[src/rtl/spi_slave_cfg.sv]
// SPI slave with configurable CMD/ADDR/PAYLOAD field widths and all four SPI modes, oversampled in sysclk.
// Returns i_slv_frame on MISO in the same transaction; flags aborted frames and overrun clocks.
`timescale 1ns/1ps
module spi_slave_cfg #(
    parameter int CMD_BITS     = 8,
    parameter int ADDR_BITS    = 8,
    parameter int PAYLOAD_BITS = 8,
    parameter bit CPOL         = 1'b0,
    parameter bit CPHA         = 1'b0,
    parameter int SYNC_STAGES  = 2,
    localparam int FRAME_W     = CMD_BITS + ADDR_BITS + PAYLOAD_BITS
) (
    input  logic                    sysclk,
    input  logic                    rst,
    input  logic                    sclk,
    input  logic                    cs,
    input  logic                    mosi,
    output logic                    miso,
    input  logic                    slv_tx_enb,
    input  logic [FRAME_W-1:0]      i_slv_frame,
    output logic [CMD_BITS-1:0]     o_cmd,
    output logic [ADDR_BITS-1:0]    o_addr,
    output logic [PAYLOAD_BITS-1:0] o_payload,
    output logic                    o_rx_valid,
    output logic                    o_frame_err,
    output logic                    o_overrun,
    output logic                    o_busy
);

    localparam int CNT_W = $clog2(FRAME_W + 1);
    localparam logic [CNT_W-1:0] CMD_END   = CNT_W'(CMD_BITS);
    localparam logic [CNT_W-1:0] ADDR_END  = CNT_W'(CMD_BITS + ADDR_BITS);
    localparam logic [CNT_W-1:0] FRAME_END = CNT_W'(FRAME_W);

    typedef enum logic [2:0] {S_IDLE, S_CMD, S_ADDR, S_PAYLOAD, S_HOLD} state_t;

    logic [1:0]             r_rst_sync;
    logic                   w_rst;
    logic [SYNC_STAGES-1:0] r_sclk_sync;
    logic [SYNC_STAGES-1:0] r_cs_sync;
    logic [SYNC_STAGES-1:0] r_mosi_sync;
    state_t                 r_state;
    logic [CNT_W-1:0]       r_cnt;
    logic [FRAME_W-2:0]     r_rx_shift;
    logic [FRAME_W-1:0]     r_tx_shift;
    logic                   r_miso;
    logic                   r_ovr_seen;

    logic                   w_sclk_rise, w_sclk_fall, w_lead, w_trail;
    logic                   w_sample, w_shift, w_cs_fall, w_cs_rise, w_mosi, w_last;
    logic [CNT_W-1:0]       w_cnt_nxt;
    logic [FRAME_W-1:0]     w_rx_nxt;
    logic [FRAME_W-1:0]     w_load;

    // Reset asserts immediately and releases on a sysclk edge.
    always_ff @(posedge sysclk or posedge rst) begin
        if (rst) r_rst_sync <= 2'b11;
        else     r_rst_sync <= {r_rst_sync[0], 1'b0};
    end
    assign w_rst = r_rst_sync[1];

    always_ff @(posedge sysclk or posedge w_rst) begin
        if (w_rst) begin
            r_sclk_sync <= {SYNC_STAGES{CPOL}};
            r_cs_sync   <= '1;
            r_mosi_sync <= '0;
        end else begin
            r_sclk_sync <= {r_sclk_sync[SYNC_STAGES-2:0], sclk};
            r_cs_sync   <= {r_cs_sync[SYNC_STAGES-2:0], cs};
            r_mosi_sync <= {r_mosi_sync[SYNC_STAGES-2:0], mosi};
        end
    end

    assign w_sclk_rise = r_sclk_sync[SYNC_STAGES-2] & ~r_sclk_sync[SYNC_STAGES-1];
    assign w_sclk_fall = ~r_sclk_sync[SYNC_STAGES-2] & r_sclk_sync[SYNC_STAGES-1];
    assign w_lead      = CPOL ? w_sclk_fall : w_sclk_rise;
    assign w_trail     = CPOL ? w_sclk_rise : w_sclk_fall;
    assign w_sample    = CPHA ? w_trail : w_lead;
    assign w_shift     = CPHA ? w_lead : w_trail;
    assign w_cs_fall   = ~r_cs_sync[SYNC_STAGES-2] & r_cs_sync[SYNC_STAGES-1];
    assign w_cs_rise   = r_cs_sync[SYNC_STAGES-2] & ~r_cs_sync[SYNC_STAGES-1];
    assign w_mosi      = r_mosi_sync[SYNC_STAGES-1];
    assign w_cnt_nxt   = r_cnt + 1'b1;
    assign w_rx_nxt    = {r_rx_shift, w_mosi};
    assign w_last      = (w_cnt_nxt == FRAME_END);
    assign w_load      = slv_tx_enb ? i_slv_frame : '0;
    assign miso        = r_miso;

    always_ff @(posedge sysclk or posedge w_rst) begin
        if (w_rst) begin
            r_state     <= S_IDLE;
            r_cnt       <= '0;
            r_rx_shift  <= '0;
            r_tx_shift  <= '0;
            r_miso      <= 1'b0;
            r_ovr_seen  <= 1'b0;
            o_cmd       <= '0;
            o_addr      <= '0;
            o_payload   <= '0;
            o_rx_valid  <= 1'b0;
            o_frame_err <= 1'b0;
            o_overrun   <= 1'b0;
            o_busy      <= 1'b0;
        end else begin
            o_rx_valid  <= 1'b0;
            o_frame_err <= 1'b0;
            o_overrun   <= 1'b0;
            case (r_state)
                S_IDLE: begin
                    r_miso <= 1'b0;
                    if (w_cs_fall) begin
                        r_state    <= S_CMD;
                        o_busy     <= 1'b1;
                        r_cnt      <= '0;
                        r_rx_shift <= '0;
                        r_ovr_seen <= 1'b0;
                        // Mode CPHA=0 must present the MSB before the first clock edge.
                        if (CPHA == 1'b0) begin
                            r_miso     <= w_load[FRAME_W-1];
                            r_tx_shift <= {w_load[FRAME_W-2:0], 1'b0};
                        end else begin
                            r_tx_shift <= w_load;
                        end
                    end
                end
                S_CMD, S_ADDR, S_PAYLOAD: begin
                    if (w_sample && w_last) begin
                        r_cnt      <= w_cnt_nxt;
                        r_rx_shift <= w_rx_nxt[FRAME_W-2:0];
                        r_miso     <= 1'b0;
                        o_cmd      <= w_rx_nxt[PAYLOAD_BITS+ADDR_BITS +: CMD_BITS];
                        o_addr     <= w_rx_nxt[PAYLOAD_BITS +: ADDR_BITS];
                        o_payload  <= w_rx_nxt[PAYLOAD_BITS-1:0];
                        o_rx_valid <= 1'b1;
                        if (w_cs_rise) begin
                            r_state <= S_IDLE;
                            o_busy  <= 1'b0;
                        end else begin
                            r_state <= S_HOLD;
                        end
                    end else if (w_cs_rise) begin
                        o_frame_err <= 1'b1;
                        r_state     <= S_IDLE;
                        o_busy      <= 1'b0;
                        r_miso      <= 1'b0;
                    end else begin
                        if (w_sample) begin
                            r_cnt      <= w_cnt_nxt;
                            r_rx_shift <= w_rx_nxt[FRAME_W-2:0];
                            if (w_cnt_nxt == CMD_END)
                                r_state <= S_ADDR;
                            else if (w_cnt_nxt == ADDR_END)
                                r_state <= S_PAYLOAD;
                        end
                        if (w_shift) begin
                            r_miso     <= r_tx_shift[FRAME_W-1];
                            r_tx_shift <= {r_tx_shift[FRAME_W-2:0], 1'b0};
                        end
                    end
                end
                S_HOLD: begin
                    r_miso <= 1'b0;
                    if (w_cs_rise) begin
                        r_state <= S_IDLE;
                        o_busy  <= 1'b0;
                    end else if (w_sample && !r_ovr_seen) begin
                        o_overrun  <= 1'b1;
                        r_ovr_seen <= 1'b1;
                    end
                end
                default: begin
                    r_state <= S_IDLE;
                    o_busy  <= 1'b0;
                end
            endcase
        end
    end

endmodule

[config.mk]
export PLATFORM = sky130hd
export DESIGN_NAME = spi_slave_cfg
export DESIGN_NICKNAME = d
export VERILOG_FILES = /design/src/rtl/spi_slave_cfg.sv
export SDC_FILE = /design/constraint.sdc
export NUM_CORES = 1
export LEC_CHECK = 0
export BUFFER_PORTS_ARGS = -buffer_cell sky130_fd_sc_hd__buf_2
export CORE_MARGIN = 5
export CORE_UTILIZATION = 57
export CTS_BUF_LIST = sky130_fd_sc_hd__clkbuf_4 sky130_fd_sc_hd__clkbuf_8 sky130_fd_sc_hd__clkbuf_16
export DETAILED_ROUTE_END_ITERATION = 6
export PLACE_DENSITY = 0.8
export SETUP_SLACK_MARGIN = 0.02
export SYNTH_ARGS = -nofsm -noshare
export SYNTH_HDL_FRONTEND = slang
export SYNTH_SLANG_ARGS = --single-unit
[constraint.sdc]
create_clock -name sysclk -period 3.8 [get_ports sysclk]
set_input_delay 0.76 -clock sysclk [delete_from_list [all_inputs] [get_ports sysclk]]
set_output_delay 0.76 -clock sysclk [all_outputs]
set_load 0.02 [all_outputs]
==> results.json, run 1 <==
{
  "status": "finished, final reports clean",
  "cp-end-kind": "flop",
  "use_met2_pct": 30.8,
  "fmax_mhz": 418,
  "cts_buffers": 9,
  "grt_pass1_vias": 2883,
  "period_share_pct": 63.0,
  "worstSkewPairLatency_ns": 0.36,
  "synthFlopType": "dfrtp_1",
  "grtUsageMet3_pct": 5.85,
  "cts_tree": "built",
  "synth_edf_count": 0,
  "gp_congestion": 0.884,
  "insertedDiodeCount": 0,
  "cellPowerDensity_nw_per_um2": 678,
  "wl_per_cell_um": 14.8,
  "synth_warnings": 0,
  "syn2layout_area_growth_pct": 13.9,
  "path_class": "flop to flop",
  "fin_nets": 455,
  "worst_slew_margin_rel_pct": 29.9,
  "ff2ff_setup_slack_ns": 1.41,
  "io_pins": 59,
  "required_ns": 4.04,
  "cp_max_fo": 12,
  "gr-usage-met1_pct": 26.0,
  "htreeDepth": 3,
  "drt_pre_antenna_iters": 5,
  "final_max_slew_viol_count": 0,
  "grt.overflow.total": 0,
  "rsz0062_at_grt": "false",
  "drive_gt1_share_pct": 29.7,
  "antenna_found_initial": 0,
  "routed_wl_um": 7720,
  "core-area_um2": 6870,
  "multi_input_area_um2": 1570,
  "dp_hpwl_um": 5100,
  "maxCapViolations": 0,
  "grt_max_degree": 64,
  "finClkSkew_ns": 0.0115,
  "p_int_uw": 2050,
  "synthCells": 372,
  "p_seq_share_pct": 46.2,
  "setup_viol": 0,
  "final-seq-area_um2": 2310,
  "ir_worst_vdd_v": 0.000367,
  "grt_pass1_wl_um": 13700,
  "portBuffers": 58,
  "synth.distinct_cells": 43,
  "rows": 30,
  "synth_seq_cells": 92,
  "cts_resized": 0,
  "switching_power_uw": 1070,
  "min_path_type": "flop to flop",
  "cts-root-buf": "clkbuf_8",
  "switching_share_pct": 34.3,
  "dieArea_um2": 8880,
  "drt_iter0_markers": 190,
  "clk_pin_slew_worst_paths_ns": 0.09,
  "clkPwrFrac_pct": 22.8,
  "yosysSeqAreaShare_pct": 57.0,
  "n_fill_cell": 562,
  "cp_data_arrival_time_ns": 2.64,
  "hold_viol_final": 0,
  "leakagePower_uw": 0.00230,
  "cts_hold_buffers": 0,
  "die_w_um": 94.2,
  "period_needed_ns": 2.39,
  "busiest_layer": "met2",
  "cts_setup_buffers": 0,
  "cts_sinks": 92,
  "die_y_um": 94.2,
  "tns_ns": 0,
  "final_antenna_net_count": 0,
  "avgSynthCellArea_um2": 10.9,
  "p_comb_share_pct": 31.1,
  "initial_core_util_pct": 58.9,
  "synth_nets": 403,
  "worst_pin_slew_ns": 1.05,
  "worstSetupStartpointType": "flop",
  "async_reset_ff_share_pct": 100,
  "vias_per_cell": 5.46,
  "clockBufferDepth": 2,
  "holdWs_ns": 0.361,
  "track_usage_pct": 19.6,
  "drcViolationCount": 0,
  "synth.cell_area_um2": 4050,
  "num_vias": 2854
}
state kept, by name, summed over array words and instances (netlist names), 2 cells and up:
signal,count
r_rx_shift,23
r_tx_shift,23
o_addr,8
o_cmd,8
o_payload,8
r_cnt,5
r_state,3
r_cs_sync,2
r_mosi_sync,2
r_rst_sync,2
r_sclk_sync,2
final cells by class:
class                      count  share of cell area (%)
multi-input combinational    240                    34.0
clock inverter                 2                    1.30
tap                           96                    2.61
sequential                    92                    50.1
clock buffer                  12                    3.31
inverter                      17                    1.41
timing repair buffer          64                    7.28
cell usage in the layout (no fill, tap or decap), drive strengths merged, types with 4 or more instances in the layout:
cell type and count:
dfrtp 88, nand3 29, dfstp 4, a21oi 7, mux2 38, inv 16, clkbuf 12, nor2 39
mux2i 14, nand2 48, o21ai 6, buf 64, a31oi 24
power groups by stage:
stage / clock (uW) / sequential, uW / combinational [uW]
finish: 711 / 1440 / 970
detailed placement: 0 / 1460 / 965
floorplan: 0 / 1410 / 797
CTS: 729 / 1440 / 975
global placement: 0 / 1440 / 945
global route: 770 / 1480 / 1100
routing by layer:
metal / vias to the layer above / part of all wire (%)
met4: 0 / 1.4
met3: 9 / 5.3
met1: 1386 / 45
met5: - / 0
met2: 75 / 49
li1: 1384 / -
cells by family (layout without fill, tap and decap cells):
| family | count (synthesis) | after routing | synth area share [%] |
|---|---|---|---|
| AOI/OAI and AO/OA | 56 | 56 | 9.22 |
| adders and majority gates | 1 | 1 | 0.309 |
| buffers and inverters | 40 | 95 | 4.58 |
| DFF | 92 | 92 | 57.0 |
| muxes | 52 | 52 | 14.5 |
| other | 1 | 1 | 0.0927 |
| and+or+nand+nor | 130 | 130 | 14.3 |
synthesized netlist by cell type (5+ instances only):
library cell  number  area (um2)
a21oi_1            6        30.0
a31oi_1           24         150
clkbuf_1          13        48.8
dfrtp_1           88        2200
inv_1             17        63.8
mux2_2            32         360
mux2_4             5        75.1
mux2i_1           14         140
nand2_1           48         180
nand3_1           29         145
nor2_1            39         146
o21ai_0            6        30.0
worst paths after layout:
kind	from	endpoint	depth (start not counted)
worst min-delay path	r_mosi_sync[0]$_DFF_PP0_	r_mosi_sync[1]$_DFF_PP0_	0
worst min register to register	r_mosi_sync[0]$_DFF_PP0_	r_mosi_sync[1]$_DFF_PP0_	0
max in group asynchronous	r_rst_sync[1]$_DFF_PP1_	r_cs_sync[1]$_DFF_PP1_	2
min in group asynchronous	rst	r_rst_sync[0]$_DFF_PP1_	2
worst max-delay path	r_cnt[0]$_DFFE_PP0P_	r_rx_shift[21]$_DFFE_PP0P_	6
worst max register to register	r_cnt[0]$_DFFE_PP0P_	r_rx_shift[21]$_DFFE_PP0P_	6
stage by stage:
stage | power (uW) | std cells | area (um2) | util [%] | setup slack (ns)
after floorplan | 2210 | 372 | 4050 | - | 1.13
after global placement | 2390 | 509 | 4390 | 64.0 | 1.46
after detailed placement | 2420 | 509 | 4390 | 64.0 | 1.42
after CTS | 3140 | 523 | 4610 | 67.1 | 1.41
final | 3120 | 523 | 4610 | 67.1 | 1.41
after global routing | 3350 | 523 | 4610 | 67.1 | 1.26
critical path, stage by stage (launching register included):
cell and delay (ns):
dfrtp_1 0.46, and3_4 0.21, mux2_4 0.28, a21oi_2 0.24, a2111o_1 0.43, buf_4 0.31, mux2_2 0.35
(Power assumes the default switching activity.)
==> run 2: changes to the inputs <==
CORE_UTILIZATION = 51   (was 57)
PLACE_DENSITY = 0.75   (was 0.8)
clock period = 2.1 ns   (was 3.8 ns; I/O delays follow)
==> results.json, run 2 (same netlist as run 1, synthesis figures left out) <==
{
  "top_regs": "r_rx_shift: 23 flops, r_tx_shift: 23 flops",
  "worst_slew_margin_rel_pct": 56.8,
  "vias_per_cell": 5.44,
  "cp-end-kind": "flop",
  "antenna_found_initial": 0,
  "drt_iter0_markers": 183,
  "setup_viol": 0,
  "routed_wl_um": 8070,
  "num_vias": 2960,
  "maxCapViolations": 0,
  "htreeDepth": 3,
  "drcViolationCount": 0,
  "grt_pass1_vias": 3036,
  "final_max_slew_viol_count": 0,
  "cts-root-buf": "clkbuf_8",
  "rows": 32,
  "dp_hpwl_um": 5720,
  "ff2ff_setup_slack_ns": 0.11,
  "cp_max_fo": 27,
  "cellPowerDensity_nw_per_um2": 1180,
  "die_w_um": 99.1,
  "period_needed_ns": 1.99,
  "wl_per_cell_um": 14.8,
  "fmax_mhz": 503,
  "period_share_pct": 94.7,
  "cts_buffers": 9,
  "n_fill_cell": 653,
  "portBuffers": 58,
  "cts_sinks": 92,
  "hold_viol_final": 0,
  "drive_gt1_share_pct": 32.8,
  "path_class": "flop to flop",
  "gp_congestion": 0.880,
  "core-area_um2": 7730,
  "insertedDiodeCount": 0,
  "io_pins": 59,
  "min_path_type": "primary input to asynchronous set/reset pin",
  "grt.overflow.total": 0,
  "cpPeakStageDelay_ns": 0.47,
  "grt_pass1_wl_um": 14300,
  "finClkSkew_ns": 0.0152,
  "path_cells": "and3_4 -> mux2_4 -> a21oi_2 -> a2111o_1 -> buf_12 -> mux2_2",
  "worstSetupStartpointType": "flop",
  "track_usage_pct": 17.8,
  "status": "finished, final reports clean",
  "cts_tree": "built",
  "critPathSlowestCell": "dfrtp_1",
  "leakagePower_uw": 0.00236,
  "die_y_um": 99.1,
  "initial_core_util_pct": 52.3,
  "fin_nets": 468,
  "tns_ns": 0,
  "final_antenna_net_count": 0,
  "grt_max_degree": 47,
  "required_ns": 2.35,
  "worst_pin_slew_ns": 0.647,
  "clk_pin_slew_worst_paths_ns": 0.09,
  "ir_worst_vdd_v": 0.000537,
  "post-route-util_pct": 61.4,
  "dieArea_um2": 9810,
  "cts_setup_buffers": 0,
  "rsz0062_at_grt": "false",
  "drt_pre_antenna_iters": 6,
  "clockBufferDepth": 2,
  "final_common_cell": "dfrtp_1",
  "syn2layout_area_growth_pct": 17.2,
  "worstSkewPairLatency_ns": 0.36,
  "cp_data_arrival_time_ns": 2.24,
  "layout_common_cells": "86 x dfrtp_1, 58 x buf_2, 48 x nand2_1"
}
run 2: changes by cell type in the layout (fill, tap and decap cells not counted), sizes merged:
cell	before	now
clkbuf	12	11
bufinv	2	0
buf	64	77
clkinv	1	3
inv	16	17
clkinvlp	0	2
run 2: where the power goes:
part,leakage (uW),internal [uW],switching [uW]
registers,0.00116,2260,356
clock network,0.0000931,478,616
logic,0.00111,847,1050
total,0.00236,3590,2020
run 2: final timing paths:
kind	to	from	cells after the start
max	r_rx_shift[13]$_DFFE_PP0P_	r_cnt[4]$_DFFE_PP0P_	6
min	r_rst_sync[1]$_DFF_PP1_	rst	2
max reg2reg	r_rx_shift[13]$_DFFE_PP0P_	r_cnt[4]$_DFFE_PP0P_	6
min reg2reg	r_tx_shift[10]$_DFFE_PP0P_	r_rst_sync[1]$_DFF_PP1_	1
max in group asynchronous	r_cs_sync[1]$_DFF_PP1_	r_rst_sync[1]$_DFF_PP1_	2
min in group sysclk	r_mosi_sync[0]$_DFF_PP0_	mosi	1
run 2: per-layer routing:
layer / track usage, % / wire length (um)
met1: 23.2 / 3500
met2: 30.0 / 4100
met3: 4.81 / 388
met4: 3.89 / 79
met5: 0 / 0
run 2: timing repair:
action	in CTS	in global routing
hold buffers	0	0
endpoints found under the setup margin	0	28
gates resized for setup	0	4
run 2: final cells by class:
cell class                      instances  area, um2  share of cell area (%)
Sequential cell                        92       2310                    48.7
Multi-Input combinational cell        240       1570                    33.1
Timing Repair Buffer                   77        487                    10.3
Clock buffer                           11        145                    3.06
Tap cell                              102        128                    2.69
Inverter                               17       67.6                    1.42
Clock inverter                          5       35.0                   0.739
run 2: critical path, delay by kind of cell (launching register included):
kind / cells / cell delay, ns
compound gates: 2 / 0.31
buf+inv: 1 / 0.21
flops: 1 / 0.47
mux: 2 / 0.64
simple gates: 1 / 0.23
run 2: per-stage QoR:
stage               std cells  hold WS (ns)  total power, uW  instance area (um2)  worst slack [ns]
finish                    544        0.0617             5610                 4740             0.110
detailed placement        528         0.338             4540                 4550            0.0626
floorplan                 372         0.331             4000                 4050             0.127
global placement          528         0.336             4440                 4550             0.134
global route              544        0.0592             6030                 4740            0.0316
CTS                       544        0.0518             5640                 4730            0.0436
==> run 3: changes to the inputs <==
CORE_UTILIZATION = 60   (was 51)
PLACE_DENSITY = 0.83   (was 0.75)
clock period = 2.3 ns   (was 2.1 ns; I/O delays follow)
==> results.json, run 3 (same netlist as run 1, synthesis figures left out) <==
{
  "p_comb_share_pct": 33.2,
  "top_regs": "r_rx_shift: 23 flops, r_tx_shift: 23 flops",
  "p_int_uw": 3190,
  "hold_viol_final": 0,
  "worstSkewPairLatency_ns": 0.36,
  "final_antenna_net_count": 0,
  "initial_core_util_pct": 60.5,
  "switching_share_pct": 36.8,
  "htreeDepth": 3,
  "track_usage_pct": 20.8,
  "tns_ns": 0,
  "rows": 30,
  "period_share_pct": 92.6,
  "final_common_cell": "dfrtp_1",
  "drcViolationCount": 0,
  "min_path_type": "primary input to asynchronous set/reset pin",
  "cp-end-kind": "flop",
  "setup_viol": 0,
  "clk_pin_slew_worst_paths_ns": 0.09,
  "cts_sinks": 92,
  "cts-root-buf": "clkbuf_8",
  "grt.overflow.total": 0,
  "routed_wl_um": 7960,
  "cts_hold_buffers": 0,
  "final-seq-area_um2": 2310,
  "leakagePower_uw": 0.00232,
  "cpPeakStageDelay_ns": 0.46,
  "switching_power_uw": 1860,
  "insertedDiodeCount": 0,
  "antenna_found_initial": 0,
  "gr-usage-met1_pct": 27.2,
  "drive_gt1_share_pct": 31.0,
  "design_area_um2": 4630,
  "io_pins": 59,
  "grt_pass1_vias": 2954,
  "fin_nets": 461,
  "num_vias": 2922,
  "p_seq_share_pct": 47.1,
  "critPathSlowestCell": "dfrtp_1",
  "path_cells": "a21oi_1 -> mux2_4 -> a21oi_2 -> a2111o_1 -> buf_12 -> mux2_4",
  "n_fill_cell": 496,
  "cts_tree": "built",
  "cp_data_arrival_time_ns": 2.37,
  "status": "finished, final reports clean",
  "cp_max_fo": 27,
  "multi_input_area_um2": 1560,
  "maxCapViolations": 0,
  "required_ns": 2.54,
  "fmax_mhz": 469,
  "final_max_slew_viol_count": 0,
  "drt_pre_antenna_iters": 5,
  "finClkSkew_ns": 0.0121,
  "period_needed_ns": 2.13,
  "die_w_um": 92.1,
  "busiest_layer": "met2",
  "grt_pass1_wl_um": 14100,
  "grtUsageMet3_pct": 5.82,
  "core-area_um2": 6680,
  "vias_per_cell": 5.67,
  "die_y_um": 92.1,
  "worst_slew_margin_rel_pct": 57.3,
  "cts_resized": 0,
  "dp_hpwl_um": 5500,
  "clockBufferDepth": 2,
  "use_met2_pct": 33.6,
  "drt_iter0_markers": 227,
  "cellPowerDensity_nw_per_um2": 1090,
  "cts_setup_buffers": 0,
  "worstSetupStartpointType": "flop",
  "syn2layout_area_growth_pct": 14.4,
  "path_class": "flop to flop",
  "cts_buffers": 9,
  "ir_worst_vdd_v": 0.000757,
  "portBuffers": 58,
  "grt_max_degree": 47,
  "wl_per_cell_um": 15.5,
  "rsz0062_at_grt": "false",
  "cp_common_cell": "mux2_4",
  "fin_ws_ns": 0.170,
  "clkPwrFrac_pct": 19.7,
  "gp_congestion": 0.870,
  "dieArea_um2": 8480,
  "worst_pin_slew_ns": 0.639,
  "dpl-instance-area_um2": 4450,
  "layout_common_cells": "88 x dfrtp_1, 58 x buf_2, 48 x nand2_1",
  "pre_cts_ws_ns": 0.198
}
[run 3: cell types whose count changed in the layout (fill, tap and decap cells not counted), sizes merged]
cell | previous run | this run
buf | 77 | 70
inv | 17 | 21
clkbuf | 11 | 9
clkinv | 3 | 2
clkinvlp | 2 | 1
[run 3: cell type report]
type	instances	area share [%]
sequential	92	49.8
multi-input combinational	240	33.7
timing repair buffer	70	9.03
clock buffer	9	2.68
tap	80	2.16
inverter	17	1.46
clock inverter	7	1.16
[run 3: worst paths after layout]
kind,from,to,slack [ns],cells past startpoint
setup / recovery,r_cnt[0]$_DFFE_PP0P_,r_rx_shift[7]$_DFFE_PP0P_,0.17,6
hold / removal,rst,r_rst_sync[0]$_DFF_PP1_,0.10,2
setup reg to reg,r_cnt[0]$_DFFE_PP0P_,r_rx_shift[7]$_DFFE_PP0P_,0.17,6
hold reg to reg,r_rst_sync[1]$_DFF_PP1_,o_cmd[0]$_DFFE_PP0P_,0.34,1
max in group asynchronous,r_rst_sync[1]$_DFF_PP1_,r_cs_sync[0]$_DFF_PP1_,1.22,2
min in group sysclk,mosi,r_mosi_sync[0]$_DFF_PP0_,0.19,1
[run 3: power groups by stage]
stage	sequential, uW	combinational (uW)	clock (uW)
after floorplan	2340	1320	0
after global placement	2380	1610	0
after detailed placement	2400	1680	0
after CTS	2370	1700	1020
after global routing	2440	1910	1100
final	2380	1680	997
[run 3: metrics by stage]
stage / total power [uW] / hold WS, ns / utilization [%] / cells
6_report: 5050 / 0.102 / 69.3 / 515
4_1_cts: 5100 / 0.0885 / 69.3 / 515
2_1_floorplan: 3650 / 0.331 / - / 372
5_1_grt: 5450 / 0.0804 / 69.3 / 515
3_3_place_gp: 3990 / 0.349 / 66.6 / 499
3_5_place_dp: 4080 / 0.350 / 66.6 / 499
[run 3: worst max-delay path: cells and delay by family, from the launching register on]
kind	cells	cell delay, ns
flip-flops	1	0.46
AO/OA/AOI/OAI	3	0.82
buffers and inverters	1	0.19
multiplexers	2	0.52
[run 3: routing by layer]
layer,part of all wire (%),vias to the layer above
li1,-,1404
met1,42,1428
met2,51,77
met3,4.8,13
met4,1.9,0
met5,0,-
